File: src/rtl/received_num_tx_pkg.sv
// Shared constants for the received-number TX message: default field widths,
// the message identifier, the header overrun flag position and FSM encodings.
package received_num_tx_pkg;

    localparam int          RN_ADDR_WIDTH = 8;
    localparam int          RN_DATA_WIDTH = 32;
    localparam logic [7:0]  RN_MSG_ID     = 8'h02;
    localparam int          HDR_OVR_BIT   = 7;

    localparam logic [1:0]  ST_IDLE = 2'd0;
    localparam logic [1:0]  ST_ACK  = 2'd1;
    localparam logic [1:0]  ST_SEND = 2'd2;

    // Number of whole bytes needed to carry a field of the given bit width.
    function automatic int bytes_for(input int bits);
        return (bits + 7) / 8;
    endfunction

endpackage

File: src/rtl/received_num_tx_byte_shift_out.sv
// Parallel-load, byte-shift-left register. The top byte is presented on
// out_byte_o; each shift moves the next byte up and fills zeros from below.
// Load has priority over shift. Reusable for any TX message type.
module received_num_tx_byte_shift_out #(
    parameter int NBYTES = 6
) (
    input  logic                  clk_i,
    input  logic                  n_reset_i,
    input  logic                  load_i,
    input  logic                  shift_i,
    input  logic [NBYTES*8-1:0]   load_data_i,
    output logic [7:0]            out_byte_o
);

    localparam int SW = NBYTES * 8;

    logic [SW-1:0] shreg_q;

    // Message shift register: load a full message or advance by one byte.
    always_ff @(posedge clk_i or negedge n_reset_i) begin
        if (!n_reset_i) begin
            shreg_q <= '0;
        end else if (load_i) begin
            shreg_q <= load_data_i;
        end else if (shift_i) begin
            shreg_q <= {shreg_q[SW-9:0], 8'h00};
        end else begin
            shreg_q <= shreg_q;
        end
    end

    assign out_byte_o = shreg_q[SW-1 -: 8];

endmodule

File: src/rtl/received_num_tx.sv
// Reader end of the memory manager's received-number handshake. Each word
// {addr, data} is acknowledged and serialised MSB-first as
// header, address bytes, data bytes onto the UART TX byte interface.
module received_num_tx
    import received_num_tx_pkg::*;
#(
    parameter int         ADDR_WIDTH = RN_ADDR_WIDTH,
    parameter int         DATA_WIDTH = RN_DATA_WIDTH,
    parameter logic [7:0] MSG_ID     = RN_MSG_ID
) (
    input  logic                             clk,
    input  logic                             n_reset,
    input  logic                             run,
    input  logic [ADDR_WIDTH+DATA_WIDTH-1:0] mem_received_num,
    input  logic                             mem_valid,
    input  logic                             mem_overrun,
    output logic                             mem_ack,
    output logic [7:0]                       tx_data,
    output logic                             tx_valid,
    input  logic                             tx_ready,
    output logic                             busy,
    output logic                             overrun_seen
);

    localparam int AB     = bytes_for(ADDR_WIDTH);
    localparam int DB     = bytes_for(DATA_WIDTH);
    localparam int NBYTES = 1 + AB + DB;
    localparam int SW     = NBYTES * 8;
    localparam int CW     = $clog2(NBYTES + 1);

    localparam logic [CW-1:0] LAST_IDX = CW'(NBYTES - 1);

    logic [1:0]     state_q,    state_d;
    logic [CW-1:0]  cnt_q,      cnt_d;
    logic           mem_ack_q,  mem_ack_d;
    logic           tx_valid_q, tx_valid_d;
    logic           busy_q,     busy_d;
    logic           ovr_q,      ovr_d;

    logic           load_s;
    logic           shift_s;
    logic [AB*8-1:0] addr_ext_s;
    logic [DB*8-1:0] data_ext_s;
    logic [7:0]     hdr_s;
    logic [SW-1:0]  load_word_s;
    logic [7:0]     out_byte_s;

    // Build the full message: header with live overrun flag, zero-extended fields.
    always_comb begin
        addr_ext_s = '0;
        data_ext_s = '0;
        addr_ext_s[ADDR_WIDTH-1:0] = mem_received_num[ADDR_WIDTH+DATA_WIDTH-1 -: ADDR_WIDTH];
        data_ext_s[DATA_WIDTH-1:0] = mem_received_num[DATA_WIDTH-1:0];
        hdr_s = MSG_ID;
        hdr_s[HDR_OVR_BIT] = ovr_d;
        load_word_s = {hdr_s, addr_ext_s, data_ext_s};
    end

    // Next-state logic for the capture / acknowledge / send sequence.
    always_comb begin
        state_d    = state_q;
        cnt_d      = cnt_q;
        mem_ack_d  = 1'b0;
        tx_valid_d = tx_valid_q;
        busy_d     = busy_q;
        load_s     = 1'b0;
        shift_s    = 1'b0;
        // Overrun flag includes the current cycle so the header sees it.
        ovr_d      = ovr_q | mem_overrun;

        case (state_q)
            ST_IDLE: begin
                if (run && mem_valid) begin
                    load_s    = 1'b1;
                    mem_ack_d = 1'b1;
                    busy_d    = 1'b1;
                    state_d   = ST_ACK;
                end else begin
                    state_d   = ST_IDLE;
                end
            end
            ST_ACK: begin
                tx_valid_d = 1'b1;
                state_d    = ST_SEND;
            end
            ST_SEND: begin
                if (tx_valid_q && tx_ready) begin
                    shift_s = 1'b1;
                    if (cnt_q == LAST_IDX) begin
                        cnt_d      = '0;
                        tx_valid_d = 1'b0;
                        busy_d     = 1'b0;
                        state_d    = ST_IDLE;
                    end else begin
                        cnt_d      = cnt_q + CW'(1);
                    end
                end else begin
                    state_d = ST_SEND;
                end
            end
            default: begin
                cnt_d      = '0;
                tx_valid_d = 1'b0;
                busy_d     = 1'b0;
                state_d    = ST_IDLE;
            end
        endcase
    end

    // State, counter and registered handshake outputs.
    always_ff @(posedge clk or negedge n_reset) begin
        if (!n_reset) begin
            state_q    <= ST_IDLE;
            cnt_q      <= '0;
            mem_ack_q  <= 1'b0;
            tx_valid_q <= 1'b0;
            busy_q     <= 1'b0;
            ovr_q      <= 1'b0;
        end else begin
            state_q    <= state_d;
            cnt_q      <= cnt_d;
            mem_ack_q  <= mem_ack_d;
            tx_valid_q <= tx_valid_d;
            busy_q     <= busy_d;
            ovr_q      <= ovr_d;
        end
    end

    received_num_tx_byte_shift_out #(
        .NBYTES (NBYTES)
    ) u_shift (
        .clk_i       (clk),
        .n_reset_i   (n_reset),
        .load_i      (load_s),
        .shift_i     (shift_s),
        .load_data_i (load_word_s),
        .out_byte_o  (out_byte_s)
    );

    assign mem_ack      = mem_ack_q;
    assign tx_valid     = tx_valid_q;
    assign tx_data      = out_byte_s;
    assign busy         = busy_q;
    assign overrun_seen = ovr_q;

endmodule

File: config.mk
export PLATFORM = sky130hd
export DESIGN_NAME = received_num_tx
export DESIGN_NICKNAME = d
export VERILOG_FILES = /design/src/rtl/received_num_tx_pkg.sv /design/src/rtl/received_num_tx_byte_shift_out.sv /design/src/rtl/received_num_tx.sv
export SDC_FILE = /design/constraint.sdc
export NUM_CORES = 1
export LEC_CHECK = 0
export CAP_MARGIN = 20
export CORE_MARGIN = 2
export CORE_UTILIZATION = 50
export CTS_CLUSTER_SIZE = 25
export DETAILED_ROUTE_END_ITERATION = 7
export GPL_ROUTABILITY_DRIVEN = 1
export GPL_TIMING_DRIVEN = 0
export PLACE_DENSITY_LB_ADDON = 0.3
export SYNTH_ARGS = -nofsm -noshare
export SYNTH_HDL_FRONTEND = slang
export SYNTH_SLANG_ARGS = --single-unit
File: constraint.sdc
create_clock -name clk -period 2.5 [get_ports clk]
set_input_delay 0.25 -clock clk [delete_from_list [all_inputs] [get_ports clk]]
set_output_delay 0.25 -clock clk [all_outputs]
set_load 0.01 [all_outputs]
==> impl_metrics.env <==
export IMPL_ys_seq_area_share_pct=54.9
export IMPL_rsz0062_at_grt="false"
export IMPL_h_tree_depth=3
export IMPL_finalWeightedCongestion=0.794
export IMPL_syn_nets=327
export IMPL_grt_overflow_total=0
export IMPL_start_util_pct=51.2
export IMPL_cts_sinks=57
export IMPL_setup_violations=0
export IMPL_grt_usage_pct=23.6
export IMPL_net_switching_power_uw=1230
export IMPL_yosysUniqueCellTypes=28
export IMPL_vias=2242
export IMPL_syn_mean_instance_area_um2=9.24
export IMPL_dr_pass1_iters=5
export IMPL_finClkSkew_ns=0.00978
export IMPL_ctsRootBufferMaster="clkbuf_8"
export IMPL_multi_input_area_um2=917
export IMPL_clk_latency_ns=0.34
export IMPL_max_freq_mhz=618
export IMPL_synth_xor_area_share_pct=0
export IMPL_grt_pass1_vias=2265
export IMPL_drtIter0Drc=211
export IMPL_filler_cell_count=410
export IMPL_period_minus_slack_ns=1.62
export IMPL_yosysWarnings=0
export IMPL_synth_compound_area_share_pct=12.2
export IMPL_area_delta_synth_final_pct=35.6
export IMPL_core_area_mm2=0.00507
export IMPL_cp_max_fo=8
export IMPL_crit_chain="clkdlybuf4s50_1"
export IMPL_maxSlewViolCount=0
export IMPL_synth_fa_ha_area_share_pct=0
export IMPL_powerDensity_mw_per_mm2=1110
export IMPL_status="finished clean"
export IMPL_end_kind="output port"
export IMPL_wire_per_inst_um=14.6
export IMPL_hpwl_um=4160
export IMPL_crit_arrival_ns=1.37
export IMPL_drc=0
export IMPL_cts_made_buffers=9
export IMPL_vdd_drop_max_mv=0.579
export IMPL_min_path_type="in2reg"
export IMPL_synth_ff_type="dfrtp_1"
export IMPL_synth_edff_count=0
export IMPL_total_leakage_power_uw=0.00164
export IMPL_synth_area_mm2=0.00260
export IMPL_wirelength_um=6220
export IMPL_p_seq_share_pct=40.7
export IMPL_whs_ns=0.435
export IMPL_post_cts_setup_buffers=0
export IMPL_drive_gt1_share_pct=14.0
export IMPL_power_internal_uw=2670
export IMPL_clkPwrFrac_pct=27.1
export IMPL_fp_dieW_um=76.1
export IMPL_fp_dieH_um=76.1
export IMPL_synth_top_family_by_area="simple AND/OR/NAND/NOR gates"
export IMPL_grt_pass1_wl_um=10700
export IMPL_slowest_stage="clkdlybuf4s50_1"
export IMPL_antenna_found_initial=0
export IMPL_hold_viol=0
export IMPL_maxCapViolations=0
export IMPL_switching_share_pct=31.5
export IMPL_cp_start_kind="register"
export IMPL_critical_path_top_delay_family="buffers and inverters"
export IMPL_synth_seq_cells=57
export IMPL_ant_nets=0
export IMPL_slowest_delay_ns=0.58
export IMPL_syn_inst=281
export IMPL_cts_tree="done"
export IMPL_n_antenna_cell=0
export IMPL_timing_setup_tns_ns=0
export IMPL_row_count=26
export IMPL_yosys_mux_area_fraction_pct=0.434
export IMPL_comb_power_share_pct=32.2
export IMPL_die_area_mm2=0.00579
export IMPL_slew_headroom_pct=56.5
export IMPL_grt_max_degree=31
export IMPL_required_ns=2.25
export IMPL_path_clk_slew_ns=0.06
export IMPL_crit_buf_inv=1
export IMPL_port_buffers=57
export IMPL_seq_area_mm2=0.00143
export IMPL_viasPerCell=5.26
export IMPL_synth_simple_area_share_pct=22.6
export IMPL_crit_type="reg2out"
export IMPL_tightest_slew_ns=0.653
export IMPL_io_pins=58
export IMPL_fin_nets=397
export IMPL_period_share_pct=64.7
export IMPL_cts_buffer_depth=2
export IMPL_async_reset_ff_share_pct=100
==> logic make-up (layout without fill, tap and decap cells) <==
kind of cell | count (synthesis) | in the layout
flip-flops | 57 | 57
multiplexers | 1 | 1
buffers and inverters | 33 | 108
AND/OR/NAND/NOR | 141 | 141
AO/OA/AOI/OAI | 49 | 49
==> power by group through the flow <==
stage               combinational (uW)  sequential, uW  clock (uW)
finish                            1260            1590        1060
global placement                  1210            1570           0
detailed placement                1240            1590           0
floorplan                          860            1540           0
CTS                               1260            1580        1070
global route                      1410            1640        1110
==> registers in the layout (all words and copies together), names as in the netlist <==
name             count
u_shift.shreg_q     48
overrun_seen         1
cnt_q                3
state_q              2
busy                 1
tx_valid             1
mem_ack              1
==> worst min-delay path: stages <==
cell	delay [ns]
clkdlybuf4s50_1	0.39
nand2_1	0.05
nand2_1	0.04
==> metal layers <==
| metal | vias up | wire (um) | global-route usage, % |
|---|---|---|---|
| met2 | 103 | 2960 | 37.1 |
| met4 | 0 | 124 | 10.7 |
| met5 | - | 0 | 0 |
| met1 | 1042 | 2690 | 32.1 |
| li1 | 1085 | - | - |
| met3 | 12 | 439 | 4.62 |
==> placed cells by master (no fill, tap or decap), drive strengths merged, types with 4 or more instances in the layout <==
master / n
dfrtp: 57
buf: 31
a31oi: 25
a21oi: 8
inv: 4
clkdlybuf4s50: 56
nand2: 89
nor2: 25
clkbuf: 10
a22oi: 9
nand3: 18
==> cell type report <==
class,instances,area share [%]
plain buffers,29,6.78
clock buffers,10,3.91
clock inverters,6,2.98
inverters,4,0.426
multi-input cells,191,26.0
flip-flops and latches,57,40.5
well taps,70,2.49
repair buffers,59,16.9
==> Yosys cell counts (2+ instances only) <==
library cell	instances	area share, %
nand3_1	18	3.5
a22oi_1	9	2.6
a31oi_1	25	6.0
buf_4	15	4.3
a21oi_1	8	1.5
buf_6	9	3.9
inv_1	3	0.43
dfrtp_1	57	55
o2bb2ai_1	2	0.67
nor2_1	25	3.6
nand2_1	89	13
buf_2	5	0.96
==> per-stage QoR <==
stage	instance area (um^2)	util, %	power (uW)	setup WS [ns]	std cells
detailed placement	3270	64.4	2840	0.771	409
finish	3520	69.4	3900	0.881	426
global placement	3260	64.2	2780	-0.577	408
global route	3520	69.4	4160	0.806	426
floorplan	2600	-	2400	1.22	281
CTS	3520	69.4	3920	0.870	426
==> repair_timing <==
| action | CTS | global route |
|---|---|---|
| hold buffers | 1 | 0 |
| resized for setup | 0 | 0 |
| endpoints found under the hold margin | 27 | 0 |
==> worst paths after layout <==
| kind | startpoint | end | slack, ns | cells past startpoint |
|---|---|---|---|---|
| worst max register to register | state_q[0]$_DFFE_PN0P_ | u_shift.shreg_q[10]$_DFFE_PN0P_ | 1.01 | 5 |
| worst max-delay path | tx_valid$_DFFE_PN0P_ | tx_valid | 0.88 | 1 |
| worst min register to register | u_shift.shreg_q[6]$_DFFE_PN0P_ | u_shift.shreg_q[14]$_DFFE_PN0P_ | 0.49 | 2 |
| max in group asynchronous | n_reset | u_shift.shreg_q[1]$_DFFE_PN0P_ | 1.44 | 3 |
| min in group asynchronous | n_reset | u_shift.shreg_q[47]$_DFFE_PN0P_ | 0.47 | 2 |
| worst min-delay path | mem_received_num[3] | u_shift.shreg_q[3]$_DFFE_PN0P_ | 0.44 | 3 |
No activity file was read; power rests on OpenSTA's default activity.
